File: config.mk
export PLATFORM = sky130hd
export DESIGN_NAME = gps_carrier_wipeoff_flat
export DESIGN_NICKNAME = d
export VERILOG_FILES = /design/src/rtl/gps_carrier_wipeoff_if.sv /design/src/rtl/gps_carrier_wipeoff.sv /design/src/flat_wrapper.sv
export SDC_FILE = /design/constraint.sdc
export NUM_CORES = 1
export LEC_CHECK = 0
export CORE_MARGIN = 4
export CORE_UTILIZATION = 35
export DETAILED_ROUTE_END_ITERATION = 7
export GPL_ROUTABILITY_DRIVEN = 0
export GPL_TIMING_DRIVEN = 0
export HOLD_SLACK_MARGIN = 0.05
export PLACE_DENSITY = 0.62
export SLEW_MARGIN = 40
export SYNTH_ARGS = -nofsm -noshare
export SYNTH_HDL_FRONTEND = slang
export SYNTH_SLANG_ARGS = --single-unit
File: constraint.sdc
create_clock -name clk -period 11.7 [get_ports clk]
set_input_delay 1.755 -clock clk [delete_from_list [all_inputs] [get_ports clk]]
set_output_delay 1.755 -clock clk [all_outputs]
set_load 0.02 [all_outputs]
File: src/rtl/gps_carrier_wipeoff_if.sv
// Purpose: bundles the sample input, NCO controls, mixer output and integrated-result handshake of gps_carrier_wipeoff.
// Latency: none; signal container only.
// Backpressure: acc_valid/acc_ready carries the result handshake; the sample and mixer streams are valid-only.
//
// Signals:
//   dv_in, real_in, imag_in : sample strobe and signed 6-bit I/Q sample
//   freq, dump_len          : NCO phase increment, samples per integration period
//   mix_dv, mix_i, mix_q    : wiped-off sample stream (MIX_W signed)
//   acc_valid, acc_ready    : integrated result handshake
//   acc_i, acc_q, overrun   : integrated I/Q (ACC_W signed), sticky dropped-result flag
// Modports: master = sample source / result consumer, slave = wipe-off block.
interface gps_carrier_wipeoff_if #(
    parameter int ACC_W = 24,
    parameter int MIX_W = 13
);
    logic                    dv_in;
    logic signed [5:0]       real_in;
    logic signed [5:0]       imag_in;
    logic [31:0]             freq;
    logic [15:0]             dump_len;
    logic                    mix_dv;
    logic signed [MIX_W-1:0] mix_i;
    logic signed [MIX_W-1:0] mix_q;
    logic                    acc_valid;
    logic                    acc_ready;
    logic signed [ACC_W-1:0] acc_i;
    logic signed [ACC_W-1:0] acc_q;
    logic                    overrun;

    modport master (
        output dv_in, real_in, imag_in, freq, dump_len, acc_ready,
        input  mix_dv, mix_i, mix_q, acc_valid, acc_i, acc_q, overrun
    );

    modport slave (
        input  dv_in, real_in, imag_in, freq, dump_len, acc_ready,
        output mix_dv, mix_i, mix_q, acc_valid, acc_i, acc_q, overrun
    );
endinterface

File: src/rtl/gps_carrier_wipeoff.sv
// Purpose: carrier wipe-off - mixes complex 6-bit samples with the conjugate NCO tone, then integrate-and-dump.
// Latency: mix_dv follows dv_in by 3 cycles; a dump appears on acc_valid 1 cycle after its last mixed sample.
// Backpressure: one-entry result register; a dump arriving while it is full and not drained is dropped and sets overrun.
//
// Ports: clk, resetn (synchronous, active-low), bus (gps_carrier_wipeoff_if.slave).
// Parameters: ACC_W accumulator/result width (14..32), MIX_W mixer width (fixed at 13).
// Build option: define CWO_SATURATE_EN for saturating accumulation (sticky per period);
//   without it the accumulators wrap modulo 2^ACC_W.
module gps_carrier_wipeoff #(
    parameter int ACC_W = 24,
    parameter int MIX_W = 13
) (
    input  logic                  clk,
    input  logic                  resetn,
    gps_carrier_wipeoff_if.slave  bus
);

    // Magnitude of 31*cos over the first quadrant, index 0..16 in steps of 2*pi/64.
    function automatic logic [4:0] quarter_mag(input logic [4:0] m);
        logic [4:0] r;
        case (m)
            5'd0:    r = 5'd31;
            5'd1:    r = 5'd31;
            5'd2:    r = 5'd30;
            5'd3:    r = 5'd30;
            5'd4:    r = 5'd29;
            5'd5:    r = 5'd27;
            5'd6:    r = 5'd26;
            5'd7:    r = 5'd24;
            5'd8:    r = 5'd22;
            5'd9:    r = 5'd20;
            5'd10:   r = 5'd17;
            5'd11:   r = 5'd15;
            5'd12:   r = 5'd12;
            5'd13:   r = 5'd9;
            5'd14:   r = 5'd6;
            5'd15:   r = 5'd3;
            default: r = 5'd0;
        endcase
        return r;
    endfunction

    // Full-circle cosine from quadrant symmetry: quadrants 1 and 3 mirror the index,
    // quadrants 1 and 2 negate the result.
    function automatic logic signed [5:0] cos_lut(input logic [5:0] k);
        logic [4:0] m;
        logic [4:0] mag;
        m   = {1'b0, k[3:0]};
        mag = quarter_mag(k[4] ? (5'd16 - m) : m);
        return (k[5] ^ k[4]) ? -$signed({1'b0, mag}) : $signed({1'b0, mag});
    endfunction

    // ---------------- NCO ----------------
    logic [31:0] phase;
    logic [5:0]  lut_idx;

    assign lut_idx = phase[31:26];

    always_ff @(posedge clk) begin
        if (!resetn) begin
            phase <= '0;
        end else if (bus.dv_in) begin
            phase <= phase + bus.freq;
        end
    end

    // ---------------- S1: sample + LUT ----------------
    logic              s1_vld;
    logic signed [5:0] s1_a, s1_b, s1_c, s1_d;

    always_ff @(posedge clk) begin
        if (!resetn) begin
            s1_vld <= 1'b0;
            s1_a   <= '0;
            s1_b   <= '0;
            s1_c   <= '0;
            s1_d   <= '0;
        end else begin
            s1_vld <= bus.dv_in;
            if (bus.dv_in) begin
                s1_a <= bus.real_in;
                s1_b <= bus.imag_in;
                s1_c <= cos_lut(lut_idx);
                // sin(k) = cos(k - 16) on a 64-step circle
                s1_d <= cos_lut(lut_idx - 6'd16);
            end
        end
    end

    // ---------------- S2: products ----------------
    logic               s2_vld;
    logic signed [11:0] s2_ac, s2_bd, s2_bc, s2_ad;

    always_ff @(posedge clk) begin
        if (!resetn) begin
            s2_vld <= 1'b0;
            s2_ac  <= '0;
            s2_bd  <= '0;
            s2_bc  <= '0;
            s2_ad  <= '0;
        end else begin
            s2_vld <= s1_vld;
            if (s1_vld) begin
                s2_ac <= s1_a * s1_c;
                s2_bd <= s1_b * s1_d;
                s2_bc <= s1_b * s1_c;
                s2_ad <= s1_a * s1_d;
            end
        end
    end

    // ---------------- S3: conjugate mix sums ----------------
    logic                    mix_dv_r;
    logic signed [MIX_W-1:0] mix_i_r, mix_q_r;

    always_ff @(posedge clk) begin
        if (!resetn) begin
            mix_dv_r <= 1'b0;
            mix_i_r  <= '0;
            mix_q_r  <= '0;
        end else begin
            mix_dv_r <= s2_vld;
            if (s2_vld) begin
                mix_i_r <= {s2_ac[11], s2_ac} + {s2_bd[11], s2_bd};
                mix_q_r <= {s2_bc[11], s2_bc} - {s2_ad[11], s2_ad};
            end
        end
    end

    assign bus.mix_dv = mix_dv_r;
    assign bus.mix_i  = mix_i_r;
    assign bus.mix_q  = mix_q_r;

    // ---------------- Integrate and dump ----------------
    logic [15:0]             cnt, len_q, len_in, cur_len;
    logic                    last, dump_fire;
    logic signed [ACC_W-1:0] acc_i_r, acc_q_r;
    logic signed [ACC_W-1:0] mix_ext_i, mix_ext_q;
    logic signed [ACC_W-1:0] sum_i, sum_q;

    assign mix_ext_i = {{(ACC_W-MIX_W){mix_i_r[MIX_W-1]}}, mix_i_r};
    assign mix_ext_q = {{(ACC_W-MIX_W){mix_q_r[MIX_W-1]}}, mix_q_r};

    // The first sample of a period uses the live dump_len; later samples use the copy latched then.
    assign len_in    = (bus.dump_len == 16'd0) ? 16'd1 : bus.dump_len;
    assign cur_len   = (cnt == 16'd0) ? len_in : len_q;
    assign last      = (cnt == cur_len - 16'd1);
    assign dump_fire = mix_dv_r & last;

`ifdef CWO_SATURATE_EN
    localparam logic signed [ACC_W-1:0] ACC_MAX = {1'b0, {(ACC_W-1){1'b1}}};
    localparam logic signed [ACC_W-1:0] ACC_MIN = {1'b1, {(ACC_W-1){1'b0}}};

    logic [ACC_W:0] wide_i, wide_q;
    logic           ovf_i, ovf_q;
    logic           sat_i, sat_q;

    // Once a rail is hit the accumulator stays pinned there until the period dumps.
    always_comb begin
        wide_i = {acc_i_r[ACC_W-1], acc_i_r} + {mix_ext_i[ACC_W-1], mix_ext_i};
        wide_q = {acc_q_r[ACC_W-1], acc_q_r} + {mix_ext_q[ACC_W-1], mix_ext_q};
        ovf_i  = wide_i[ACC_W] ^ wide_i[ACC_W-1];
        ovf_q  = wide_q[ACC_W] ^ wide_q[ACC_W-1];
        if (sat_i)      sum_i = acc_i_r;
        else if (ovf_i) sum_i = wide_i[ACC_W] ? ACC_MIN : ACC_MAX;
        else            sum_i = wide_i[ACC_W-1:0];
        if (sat_q)      sum_q = acc_q_r;
        else if (ovf_q) sum_q = wide_q[ACC_W] ? ACC_MIN : ACC_MAX;
        else            sum_q = wide_q[ACC_W-1:0];
    end

    always_ff @(posedge clk) begin
        if (!resetn) begin
            sat_i <= 1'b0;
            sat_q <= 1'b0;
        end else if (mix_dv_r) begin
            sat_i <= last ? 1'b0 : (sat_i | ovf_i);
            sat_q <= last ? 1'b0 : (sat_q | ovf_q);
        end
    end
`else
    always_comb begin
        sum_i = acc_i_r + mix_ext_i;
        sum_q = acc_q_r + mix_ext_q;
    end
`endif

    always_ff @(posedge clk) begin
        if (!resetn) begin
            cnt     <= '0;
            len_q   <= '0;
            acc_i_r <= '0;
            acc_q_r <= '0;
        end else if (mix_dv_r) begin
            if (cnt == 16'd0) begin
                len_q <= len_in;
            end
            if (last) begin
                cnt     <= '0;
                acc_i_r <= '0;
                acc_q_r <= '0;
            end else begin
                cnt     <= cnt + 16'd1;
                acc_i_r <= sum_i;
                acc_q_r <= sum_q;
            end
        end
    end

    // ---------------- Result register ----------------
    logic                    out_vld;
    logic signed [ACC_W-1:0] out_i, out_q;
    logic                    overrun_r;

    always_ff @(posedge clk) begin
        if (!resetn) begin
            out_vld   <= 1'b0;
            out_i     <= '0;
            out_q     <= '0;
            overrun_r <= 1'b0;
        end else if (dump_fire) begin
            if (!out_vld || bus.acc_ready) begin
                out_vld <= 1'b1;
                out_i   <= sum_i;
                out_q   <= sum_q;
            end else begin
                // Held result is never overwritten; the new dump is lost.
                overrun_r <= 1'b1;
            end
        end else if (out_vld && bus.acc_ready) begin
            out_vld <= 1'b0;
        end
    end

    assign bus.acc_valid = out_vld;
    assign bus.acc_i     = out_i;
    assign bus.acc_q     = out_q;
    assign bus.overrun   = overrun_r;

endmodule
File: src/flat_wrapper.sv
// flat-port wrapper written by rule: the top's interface ports become plain ports
module gps_carrier_wipeoff_flat 
#(
    parameter int ACC_W = 24,
    parameter int MIX_W = 13
)
  (clk, resetn, bus_dv_in, bus_real_in, bus_imag_in, bus_freq, bus_dump_len, bus_acc_ready, bus_mix_dv, bus_mix_i, bus_mix_q, bus_acc_valid, bus_acc_i, bus_acc_q, bus_overrun);
  gps_carrier_wipeoff_if #(.ACC_W(ACC_W), .MIX_W(MIX_W)) bus_i ();
  input  logic clk;
  input  logic resetn;
  input wire logic [$bits(bus_i.dv_in)-1:0] bus_dv_in;
  input wire logic [$bits(bus_i.real_in)-1:0] bus_real_in;
  input wire logic [$bits(bus_i.imag_in)-1:0] bus_imag_in;
  input wire logic [$bits(bus_i.freq)-1:0] bus_freq;
  input wire logic [$bits(bus_i.dump_len)-1:0] bus_dump_len;
  input wire logic [$bits(bus_i.acc_ready)-1:0] bus_acc_ready;
  output wire logic [$bits(bus_i.mix_dv)-1:0] bus_mix_dv;
  output wire logic [$bits(bus_i.mix_i)-1:0] bus_mix_i;
  output wire logic [$bits(bus_i.mix_q)-1:0] bus_mix_q;
  output wire logic [$bits(bus_i.acc_valid)-1:0] bus_acc_valid;
  output wire logic [$bits(bus_i.acc_i)-1:0] bus_acc_i;
  output wire logic [$bits(bus_i.acc_q)-1:0] bus_acc_q;
  output wire logic [$bits(bus_i.overrun)-1:0] bus_overrun;
  assign bus_i.dv_in = bus_dv_in;
  assign bus_i.real_in = bus_real_in;
  assign bus_i.imag_in = bus_imag_in;
  assign bus_i.freq = bus_freq;
  assign bus_i.dump_len = bus_dump_len;
  assign bus_i.acc_ready = bus_acc_ready;
  assign bus_mix_dv = bus_i.mix_dv;
  assign bus_mix_i = bus_i.mix_i;
  assign bus_mix_q = bus_i.mix_q;
  assign bus_acc_valid = bus_i.acc_valid;
  assign bus_acc_i = bus_i.acc_i;
  assign bus_acc_q = bus_i.acc_q;
  assign bus_overrun = bus_i.overrun;
  gps_carrier_wipeoff #(.ACC_W(ACC_W), .MIX_W(MIX_W)) u_core (.clk(clk), .resetn(resetn), .bus(bus_i));
endmodule
==> metrics.cfg, run 1 <==
[timing]
rsz0062_at_grt = false
setup_viol = 0
fin_crit_ns = 6.32
tightestPinTransition_ns = 0.809
hold_violations = 0
fin_skew_ns = 0.0192
min_period_over_period_pct = 54.0
drv_slew = 0
slew_headroom_pct = 46.1
max_clock_freq_ghz = 0.158
setup_tns_ns = 0
fin_ws_ns = 5.38

[global_routing]
grt_overflow_total = 0
grt_usage_pct = 18.2
antenna_found_initial = 0
grt_start_max_net_pins = 15
grt_pass1_wl_um = 92800
grt_pass1_vias = 17030

[power_and_ir_drop]
power_leakage_nw = 10.8
power_density_nw_per_um2 = 124
ir_drop_v = 0.0000836

[route]
wl_per_cell_um = 17.6
vias = 17205
viasPerCell = 5.21
detail-route-antenna-nets = 0
routed_wl_um = 58100
drc = 0
drt_iter0_drc = 1132
drt-pass1-iter-count = 6

[cells_and_area]
area_growth_pct = 17.2
antennaDiodeCount = 0
fillers = 5701
nets = 2887
final_cell_mix = 263 x dfxtp_1, 254 x nor2_1, 195 x ha_1
final_common_cell = dfxtp_1
drive_gt1_share_pct = 3.90

[clock_tree]
cts.htree.levels = 2
cts_tree = done
worstSkewPairLatency_ns = 0.56
root_buffer = clkbuf_16
hold_buffers = 0
path_clk_slew_ns = 0.05
numCtsBuffers = 35
cts_resized = 0
cts_buffer_depth = 3
cts_setup_buffers = 0
cts_num_sinks = 263

[synthesis]
syn-instance-count = 2343
netlist_area_um2 = 20400
synth_area_leader_cell = dfxtp_1
ys_warn_count = 0
syn_area_per_cell_um2 = 8.71
postSynth.asyncResetShare_pct = 0
ys_ff_latch = 263
syn_nets = 2711
synth_top_area_share_pct = 25.8
ys_types = 78
synth-edff-count = 0
netlist_top_cells_area = dfxtp_1 26%, ha_1 12%, fa_1 11%, mux2i_1 6.4%, nor2_1 4.7%
ys.flop_type = dfxtp_1
ys_seq_area_share_pct = 25.8

[critical_path]
crit_path_start_kind = input port
crit_fanout = 10
timing.rr.end = u_core.bus.acc_q[6]$_SDFFE_PN0P_
crit_start = bus_dump_len[4]
worst_r2r_path_depth = 18
critical_path_class = in2reg
r2r-start = u_core.cnt[0]$_SDFFE_PN0P_
ff2ff_setup_slack_ns = 5.78
worstPathArrival_ns = 6.73
worstSetupEndpointType = flop
cp.required_ns = 12.10

[floorplanning]
die_area_um2 = 62300
core_um2 = 57700
start_util_pct = 35.4
num_rows = 88
die_x_um = 250
ios = 141
die-height_um = 250

[hold_path]
min_path_type = reg2reg
hold_end = u_core.len_q[15]$_SDFFE_PN0P_
min_from = u_core.len_q[15]$_SDFFE_PN0P_
holdPathStages = 2

[run]
maxCapViolations = 0

[placement]
hpwlAfterDp_um = 45700
place_ws_ns = 4.90
portBuffers = 139

[run_status]
status = completed

worst max path at each step:
| stage | slack, ns | endpoint | cells after the start |
|---|---|---|---|
| 6_report | 5.38 | u_core.bus.acc_q[6]$_SDFFE_PN0P_ | 17 |
| 5_1_grt | 5.13 | u_core.bus.acc_q[6]$_SDFFE_PN0P_ | 17 |
| 4_1_cts | 5.46 | u_core.bus.acc_q[6]$_SDFFE_PN0P_ | 17 |
| 3_5_place_dp | 4.90 | u_core.bus.acc_q[6]$_SDFFE_PN0P_ | 17 |
| 3_3_place_gp | 4.90 | u_core.bus.acc_q[8]$_SDFFE_PN0P_ | 17 |
| 2_1_floorplan | 6.33 | u_core.acc_i_r[10]$_SDFFE_PN0P_ | 16 |
stage by stage:
stage	area, um^2	hold slack [ns]	utilization, %	instances	total power (W)
floorplan	20400	0.429	-	2343	0.00165
global route	23900	0.476	41.5	3305	0.00315
CTS	23900	0.461	41.4	3305	0.00300
detailed placement	22800	0.454	39.5	3247	0.00190
finish	23900	0.461	41.5	3305	0.00297
global placement	22800	0.443	39.5	3247	0.00188
power breakdown:
group / switching [W] / leakage [nW] / internal, W
combinational: 0.000535 / 8.07 / 0.000365
clock: 0.000427 / 0.561 / 0.000645
sequential: 0.0000518 / 2.13 / 0.000945
kinds of logic (layout without fill, tap and decap cells):
kind of cell,Yosys count,in the layout,share of synthesized area [%]
simple gates,736,736,17.8
compound gates,454,454,14.9
fa+ha+maj,304,304,22.6
buf+inv,294,491,5.57
flops,263,263,25.8
xor+xnor,159,159,6.82
mux,133,133,6.53
cell usage after synthesis (4+ instances only):
cell type	instances
dfxtp_1	263
nor2_1	254
ha_1	195
inv_1	191
nand2_1	145
mux2i_1	131
a21oi_1	124
fa_1	109
xnor2_1	99
and2_1	83
o21ai_0	79
clkbuf_1	76
xor2_1	60
nand3_1	55
a22o_1	43
nand2b_1	39
nor3_1	36
a211oi_1	33
a21o_1	29
and3_1	21
o21a_1	19
o21bai_1	18
or3_1	18
a31oi_1	16
nor2b_1	16
nand4_1	15
o211ai_1	15
buf_1	14
a21boi_0	12
o31a_1	10
buf_2	9
nor3b_1	9
or4_1	8
o31ai_1	7
a211o_1	6
nand3b_1	6
nor4_1	6
o41ai_1	6
a311oi_1	4
o311ai_0	4
area by class of cell:
cell class / count / area (um^2) / area share [%]
Clock buffer: 47 / 1000 / 4.19
Buffer: 103 / 429 / 1.79
Sequential cell: 263 / 5270 / 22.0
Tap cell: 765 / 957 / 4.00
Timing Repair Buffer: 139 / 1390 / 5.82
Multi-Input combinational cell: 1786 / 14000 / 58.6
Inverter: 191 / 717 / 3.00
Clock inverter: 11 / 128 / 0.534
flip-flops by register name, summed over array words and instances (netlist names):
name                  flops
u_core.cnt               16
u_core.bus.mix_q         13
u_core.s1_c               6
u_core.bus.acc_valid      1
u_core.len_q             16
u_core.s2_bd             12
u_core.s2_ac             12
u_core.acc_i_r           24
u_core.s1_vld             1
u_core.s1_b               6
u_core.s2_bc             12
u_core.acc_q_r           24
u_core.bus.mix_dv         1
u_core.bus.acc_q         24
u_core.bus.overrun        1
u_core.bus.acc_i         24
u_core.s1_d               6
u_core.phase             32
u_core.bus.mix_i         13
u_core.s2_vld             1
u_core.s2_ad             12
u_core.s1_a               6
routing by layer:
metal  global-route usage [%]  wire [um]
met5                        0          0
met2                     30.9      27500
met3                     3.26       3110
met1                     23.9      25900
met4                     5.08       1650
critical path: stages:
cell	delay, ns
clkdlybuf4s50_1	0.66
nor4_1	0.13
and4b_1	0.25
a211o_1	0.30
o21ai_0	0.17
ha_1	0.38
or3b_2	0.49
o31a_1	0.26
or4_1	0.49
o211ai_1	0.15
nand4_1	0.20
a2111oi_4	0.42
nand4_2	0.34
buf_4	0.33
buf_6	0.19
mux2i_1	0.16
nor2_1	0.05
Note: power is estimated with default switching activity, not from simulation.
==> run 2, diff against run 1 <==
==> constraint.sdc (replaced) <==
create_clock -name clk -period 6 [get_ports clk]
set_input_delay 0.9 -clock clk [delete_from_list [all_inputs] [get_ports clk]]
set_output_delay 0.9 -clock clk [all_outputs]
set_load 0.02 [all_outputs]
==> run 2 against run 1 <==
Via count barely moved. Sequential share of layout area barely moved. First-iteration DRC count rose by 1.1%. Routed wire length fell by 0.22%. Global-route usage did not move. Sequential cell count did not move.
==> metrics.cfg, run 2 (synthesized netlist as in run 1, its figures left out) <==
[run_status]
status = completed

[placement]
place_area_um2 = 22800
hpwlAfterDp_um = 45700
portBuffers = 139

[critical_path]
worstPathArrival_ns = 6.14
r2r-start = u_core.cnt[0]$_SDFFE_PN0P_
endpoint = u_core.bus.acc_q[6]$_SDFFE_PN0P_
critical_path_class = reg2reg
crit_path_start_kind = flop
timing.rr.end = u_core.bus.acc_q[6]$_SDFFE_PN0P_
worstSetupEndpointType = flop
worst_r2r_path_depth = 19
crit_fanout = 10
ff2ff_setup_slack_ns = 0.27
crit_start = u_core.cnt[0]$_SDFFE_PN0P_
cp.required_ns = 6.41

[cells_and_area]
final_cell_area_um2 = 23900
final_common_cell = dfxtp_1
largest-register = u_core.phase
nets = 2889
area_growth_pct = 17.2
largest_reg_flops = 32
fillers = 5701
antennaDiodeCount = 0
drive_gt1_share_pct = 3.97
final_cell_mix = 263 x dfxtp_1, 254 x nor2_1, 195 x ha_1

[timing]
fin_crit_ns = 5.73
max_clock_freq_ghz = 0.174
slew_headroom_pct = 47.5
hold_violations = 0
rsz0062_at_grt = false
min_period_over_period_pct = 95.6
tightestPinTransition_ns = 0.787
setup_tns_ns = 0
drv_slew = 0
setup_viol = 0
fin_skew_ns = 0.0176

[clock_tree]
cts.htree.levels = 2
cts_tree = done
path_clk_slew_ns = 0.05
root_buffer = clkbuf_16
cts_num_sinks = 263
numCtsBuffers = 35
cts_buffer_depth = 3
worstSkewPairLatency_ns = 0.56
hold_buffers = 0
cts_setup_buffers = 0
cts_resized = 0

[floorplanning]
num_rows = 88
start_util_pct = 35.4
ios = 141
core_um2 = 57700
die_area_um2 = 62300
die-height_um = 250
die_x_um = 250

[route]
wl_per_cell_um = 17.5
detail-route-antenna-nets = 0
drt_iter0_drc = 1144
routed_wl_um = 58000
viasPerCell = 5.20
vias = 17188
drc = 0
drt-pass1-iter-count = 5

[global_routing]
grt_pass1_vias = 17030
grt_usage_pct = 18.2
grt_pass1_wl_um = 92800
grt_start_max_net_pins = 15
antenna_found_initial = 0
grt_overflow_total = 0

[power_and_ir_drop]
ir_drop_v = 0.000164
power_density_nw_per_um2 = 242
power_leakage_nw = 10.8

[hold_path]
min_path_type = reg2reg

[run]
maxCapViolations = 0

[run 2: layout make-up]
type	count	area, um^2	area share [%]
multi-input combinational	1786	14000	58.6
timing repair buffer	141	1410	5.88
tap	765	957	4.00
clock inverter	11	128	0.533
clock buffer	47	1000	4.19
inverter	191	717	3.00
buffer	103	429	1.79
sequential	263	5270	22.0
[run 2: worst max-delay path, stage by stage (launching register included)]
cell and delay [ns]:
dfxtp_1 0.34, inv_1 0.13, ha_1 0.18, or4b_4 0.51, nor4_4 0.27, buf_4 0.22
buf_4 0.23, mux2i_1 0.28, ha_1 0.36, or3b_2 0.50, o31a_1 0.26, or4_1 0.48
o211ai_1 0.16, nand4_1 0.20, a2111oi_4 0.42, nand4_2 0.33, buf_4 0.33, buf_6 0.19
mux2i_1 0.16, nor2_1 0.05
[run 2: how the worst min path moves through the flow]
stage / from / end / cells past startpoint
2_1_floorplan: u_core.acc_i_r[21]$_SDFFE_PN0P_ / u_core.acc_i_r[21]$_SDFFE_PN0P_ / 2
3_3_place_gp: u_core.len_q[15]$_SDFFE_PN0P_ / u_core.len_q[15]$_SDFFE_PN0P_ / 2
3_5_place_dp: u_core.len_q[15]$_SDFFE_PN0P_ / u_core.len_q[15]$_SDFFE_PN0P_ / 2
4_1_cts: u_core.len_q[15]$_SDFFE_PN0P_ / u_core.len_q[15]$_SDFFE_PN0P_ / 2
5_1_grt: u_core.len_q[15]$_SDFFE_PN0P_ / u_core.len_q[15]$_SDFFE_PN0P_ / 2
6_report: u_core.len_q[15]$_SDFFE_PN0P_ / u_core.len_q[15]$_SDFFE_PN0P_ / 2
[run 2: power breakdown]
part | internal [W] | total [W] | switching [W]
Clock | 0.00126 | 0.00209 | 0.000835
Sequential | 0.00184 | 0.00194 | 0.000101
Combinational | 0.000712 | 0.00175 | 0.00104
Total | 0.00381 | 0.00579 | 0.00198
[run 2: routing by layer]
metal	vias to the layer above	global-route usage, %	share of wire (%)
met5	-	0	0
met4	0	5.08	2.8
met3	99	3.26	5.4
met2	456	30.9	47
met1	8192	23.9	45
li1	8441	-	-
[run 2: metrics by stage]
| step | worst slack, ns | std cells | total power, W | hold WS (ns) | utilization (%) |
|---|---|---|---|---|---|
| global placement | 0.0534 | 3247 | 0.00367 | 0.443 | 39.5 |
| global route | 0.0592 | 3307 | 0.00615 | 0.476 | 41.5 |
| detailed placement | 0.0600 | 3247 | 0.00371 | 0.454 | 39.5 |
| finish | 0.267 | 3307 | 0.00579 | 0.461 | 41.5 |
| CTS | 0.177 | 3305 | 0.00584 | 0.461 | 41.4 |
| floorplan | 1.12 | 2343 | 0.00322 | 0.429 | - |
